`config.mk`:
```
export PLATFORM = sky130hd
export DESIGN_NAME = lu_share_arbiter
export DESIGN_NICKNAME = d
export VERILOG_FILES = /design/src/rtl/lu_pkg.sv /design/src/rtl/lu_core.sv /design/src/rtl/lu_share_arbiter.sv
export SDC_FILE = /design/constraint.sdc
export NUM_CORES = 1
export LEC_CHECK = 0
export CAP_MARGIN = 5
export CORE_MARGIN = 3
export CORE_UTILIZATION = 60
export DETAILED_ROUTE_END_ITERATION = 8
export DONT_BUFFER_PORTS = 1
export PLACE_DENSITY = 0.73
export SYNTH_ARGS = -nofsm -noshare
export SYNTH_HDL_FRONTEND = slang
export SYNTH_SLANG_ARGS = --single-unit
```
`constraint.sdc`:
```
create_clock -name clk -period 4.5 [get_ports clk]
set_input_delay 1.35 -clock clk [delete_from_list [all_inputs] [get_ports clk]]
set_output_delay 1.35 -clock clk [all_outputs]
set_load 0.01 [all_outputs]
```
`src/rtl/lu_pkg.sv`:
```
// Shared opcodes and FSM encodings for the shared logic-unit arbiter.
package lu_pkg;

  localparam logic [1:0] OP_AND = 2'b00;
  localparam logic [1:0] OP_OR  = 2'b01;
  localparam logic [1:0] OP_XOR = 2'b10;
  localparam logic [1:0] OP_NOT = 2'b11;

  typedef enum logic [1:0] {
    ST_IDLE = 2'd0,
    ST_EXEC = 2'd1,
    ST_RESP = 2'd2
  } state_t;

endpackage

```
`src/rtl/lu_core.sv`:
```
// Combinational 4-function bitwise logic unit; b is ignored for NOT.
module lu_core
  import lu_pkg::*;
#(
  parameter int W = 4
) (
  input  logic [1:0]   op,
  input  logic [W-1:0] a,
  input  logic [W-1:0] b,
  output logic [W-1:0] s
);

  always_comb begin
    s = '0;
    case (op)
      OP_AND:  s = a & b;
      OP_OR:   s = a | b;
      OP_XOR:  s = a ^ b;
      OP_NOT:  s = ~a;
      default: s = '0;
    endcase
  end

endmodule

```
`src/rtl/lu_share_arbiter.sv`:
```
// Round-robin sharing of one lu_core between two requesters, single tagged response channel.
//   state   | meaning
//   ST_IDLE | waiting for a request; grant drives reqN_ready
//   ST_EXEC | latched operands feed lu_core; result registered
//   ST_RESP | response held until rsp_ready
module lu_share_arbiter
  import lu_pkg::*;
#(
  parameter int W = 4
) (
  input  logic         clk,
  input  logic         rst_n,
  input  logic         req0_valid,
  output logic         req0_ready,
  input  logic [1:0]   req0_op,
  input  logic [W-1:0] req0_a,
  input  logic [W-1:0] req0_b,
  input  logic         req1_valid,
  output logic         req1_ready,
  input  logic [1:0]   req1_op,
  input  logic [W-1:0] req1_a,
  input  logic [W-1:0] req1_b,
  output logic         rsp_valid,
  input  logic         rsp_ready,
  output logic         rsp_id,
  output logic [W-1:0] rsp_data
);

  state_t       state;
  logic         last_grant;
  logic [1:0]   op_q;
  logic [W-1:0] a_q;
  logic [W-1:0] b_q;
  logic         id_q;
  logic         grant_any;
  logic         grant_id;
  logic [W-1:0] lu_s;

  // On a tie the port that did not win last time goes next.
  assign grant_any  = req0_valid | req1_valid;
  assign grant_id   = (req0_valid & req1_valid) ? ~last_grant : req1_valid;
  assign req0_ready = rst_n & (state == ST_IDLE) & grant_any & ~grant_id;
  assign req1_ready = rst_n & (state == ST_IDLE) & grant_any &  grant_id;

  lu_core #(.W(W)) u_lu_core (
    .op (op_q),
    .a  (a_q),
    .b  (b_q),
    .s  (lu_s)
  );

  always_ff @(posedge clk or negedge rst_n) begin
    if (!rst_n) begin
      state      <= ST_IDLE;
      last_grant <= 1'b1;
      op_q       <= '0;
      a_q        <= '0;
      b_q        <= '0;
      id_q       <= 1'b0;
      rsp_valid  <= 1'b0;
      rsp_id     <= 1'b0;
      rsp_data   <= '0;
    end else begin
      case (state)
        ST_IDLE: begin
          if (grant_any) begin
            op_q       <= grant_id ? req1_op : req0_op;
            a_q        <= grant_id ? req1_a  : req0_a;
            b_q        <= grant_id ? req1_b  : req0_b;
            id_q       <= grant_id;
            last_grant <= grant_id;
            state      <= ST_EXEC;
          end
        end
        ST_EXEC: begin
          rsp_data  <= lu_s;
          rsp_id    <= id_q;
          rsp_valid <= 1'b1;
          state     <= ST_RESP;
        end
        ST_RESP: begin
          if (rsp_ready) begin
            rsp_valid <= 1'b0;
            state     <= ST_IDLE;
          end
        end
        default: state <= ST_IDLE;
      endcase
    end
  end

endmodule

```
==> summary.md <==
| Metric | Value |
|---|---|
| Outcome | complete, no violations |
| Filler Cell Count | 156 |
| Max-slew headroom | 0.547 |
| First-pass GRT wire length | 3150 µm |
| Vias/cell | 5.49 |
| DR WL/cell | 14.7 µm |
| Top cells by count, synth | dfrtp_1, inv_1, mux2i_1 |
| Max_cap viols | 0 |
| Total number of vias | 670 |
| Register area share after synthesis | 0.442 |
| WL final | 1790 µm |
| Worst path arrival time | 2.21 ns |
| Ys Warns | 0 |
| Max clock buf depth | 2 |
| Initial antenna violation count | 0 |
| Final Hold Viols | 0 |
| Share of cells above drive strength 1 | 0.155 |
| Starting DRT DRC Count | 7 |
| Endpoints failing setup | 0 |
| CP max FO | 13 |
| Clock-pin slew on the worst setup and hold paths | 0.10 ns |
| Worst hold start | id_q |
| Yosys top cell by area | dfrtp_1 |
| Maximum operating frequency | 0.281 GHz |
| Maximum VDD drop | 0.000302 V |
| Slowest-stage cell, CP | o21a_1 |
| Gate Count Post-Synth | 96 |
| Starting Density | 0.643 |
| Worst Hold Class | reg2reg |
| Clock tree sinks | 20 |
| Clock share of power | 0.129 |
| Combinational power share | 0.427 |
| Crit path from | req1_valid |
| Worst r2r src | state[1] |
| NumNets Final | 131 |
| Internal power | ~0.00052 W |
| Number of synthesized flops with an enable pin | 0 |
| Static Leak | 0.605 nW |
| Area added between synthesis and finish | 3.86% |
| Number of I/O port buffers | 0 |
| Setup Total Neg Slack | 0 ns |
| Worst path buffer plus inverter count | 0 |
| Pre-CTS WS | 0.919 ns |
| CP Launch Type | primary input |
| Mapped cell area | 1130 µm² |
| Delay-heaviest family, CP | compound AO/OA/AOI/OAI gates |
| Crit path setup slack, layout | around 0.94 ns |
| Slew Limit Fails | 0 |
| Crit-path cells | o21a_1, and3_1 |
| CTS tree | built |
| CTS Hold Bufs | 0 |
| Post-Synthesis Mean Instance Area | 11.8 µm² |
| Post-CTS Setup Repair Bufs | 0 |
| FFs w/ async S/R, synth | 1.00 |
| DP Wirelength | about 1300 µm |
| Core region area | 1760 µm² |
| Met2 Resource Use GR | 0.297 |
| Top FF cell, synth | dfrtp_1 |
| Site Rows | 15 |
| Clock Skews | 0.00931 ns |
| RSZ-0062 raised after global routing | false |
| Clk Tree Root Cell | clkbuf_4 |
| Distinct cells, synth | 24 |
| Antenna Nets Post-Route | 0 |
| WS Path Type | in2out |
| Die H | about 50 µm |
| IO Pins | 33 |
| Psw | 0.000301 W |
| First drt pass iteration count | 4 |
| Inserted Clock Buffers | 3 |
| Most frequent cell after synthesis | dfrtp_1 |
| Grt met3 use | 0.0514 |
| Gpl congestion | ~0.74 |
| Clock insertion delay at the later pin of the skew report | 0.31 ns |
| Vias in the first global route | 706 |
| Remaining DRCs | 0 |
| GRT overflow | 0 |
| Die Span X | 49.5 µm |
| Yosys top cell area share | 0.419 |
| Mapped Nets | 129 |
| Max stage delay on crit path | 0.55 ns |
| CP required | roughly 3.2 ns |
| Gr busiest metal | met2 |
| FF+latch count, synth | 20 |
| Post-CTS sizing | 0 |
| Die footprint | between 2000 and 2500 µm² |
| Pin count of the biggest net entering global routing | 23 |
| Pwr Density | 695 nW/µm² |
| Area contributors post-synth | dfrtp_1, mux2i_1, ha_1, mux4_2, inv_1 |
| Worst-Margin Slew | 0.680 ns |
| Antenna diode count | 0 |
| Worst setup EP type | output port |
| H-tree levels | 1 |
| R2R Setup Slk | ~2.8 ns |
| Final period util | 0.791 |
| Aggregate global-route resource usage | 0.175 |
| Tmin final | ~3.6 ns |
| Sw Ratio | 0.368 |
| Met1 GRT Util | 0.197 |
| Sequential power share | 0.444 |
| Final core utilization | 0.668 |
[logic make-up (layout without fill, tap and decap cells)]
| group | after synthesis | in the layout | synth area share |
|---|---|---|---|
| DFF | 20 | 20 | 0.442 |
| and+or+nand+nor | 11 | 11 | 0.0463 |
| muxes | 25 | 25 | 0.283 |
| adders and majority gates | 8 | 8 | 0.0882 |
| buffers and inverters | 20 | 21 | 0.0772 |
| AOI/OAI and AO/OA | 12 | 12 | 0.0628 |
[area by class of cell]
type | instances | area [µm²] | area share
inverters | 17 | 63.8 | 0.0541
clock buffers | 4 | 36.3 | 0.0308
well taps | 25 | 31.3 | 0.0265
multi-input cells | 56 | 546 | 0.463
flip-flops and latches | 20 | 502 | 0.426
[layer usage]
metal	part of all wire	up-vias
li1	-	326
met5	0	-
met2	0.48	23
met3	0.072	5
met1	0.42	316
met4	0.028	0
[state kept, by name, summed over array words and instances, names as in the netlist]
signal and count:
rsp_valid 1, op_q 2, state 2, rsp_id 1, id_q 1, b_q 4
rsp_data 4, last_grant 1, a_q 4
[power groups by stage]
stage,Combinational (W),Clock [W],Sequential [W]
CTS,0.000357,0.000111,0.000365
finish,0.000350,0.000106,0.000364
global route,0.000398,0.000121,0.000381
floorplan,0.000313,0,0.000348
detailed placement,0.000355,0,0.000370
global placement,0.000332,0,0.000366
[stage by stage]
step,instance area [µm²],total power (W),instances,hold slack (ns)
floorplan,1130,0.000662,96,0.486
global placement,1140,0.000698,118,0.506
detailed placement,1140,0.000725,118,0.516
CTS,1180,0.000834,122,0.541
global route,1180,0.000900,122,0.553
finish,1180,0.000819,122,0.536
[cell usage in the layout (no fill, tap or decap), drive strengths merged, types with 3 or more instances in the layout]
cell type and n:
dfrtp 19, inv 17, mux2i 16, ha 8, nand2 5, o21ai 5
mux2 5, mux4 4, clkbuf 4, a21oi 3
[path summary, 6_finish.rpt]
kind / depth (start not counted) / to
setup / recovery: 2 / req0_ready
hold / removal: 2 / id_q
setup reg to reg: 3 / op_q[0]
hold reg to reg: 2 / id_q
max in group asynchronous: 0 / last_grant
min in group asynchronous: 0 / b_q[1]
Power figures use the tool's default switching activity.
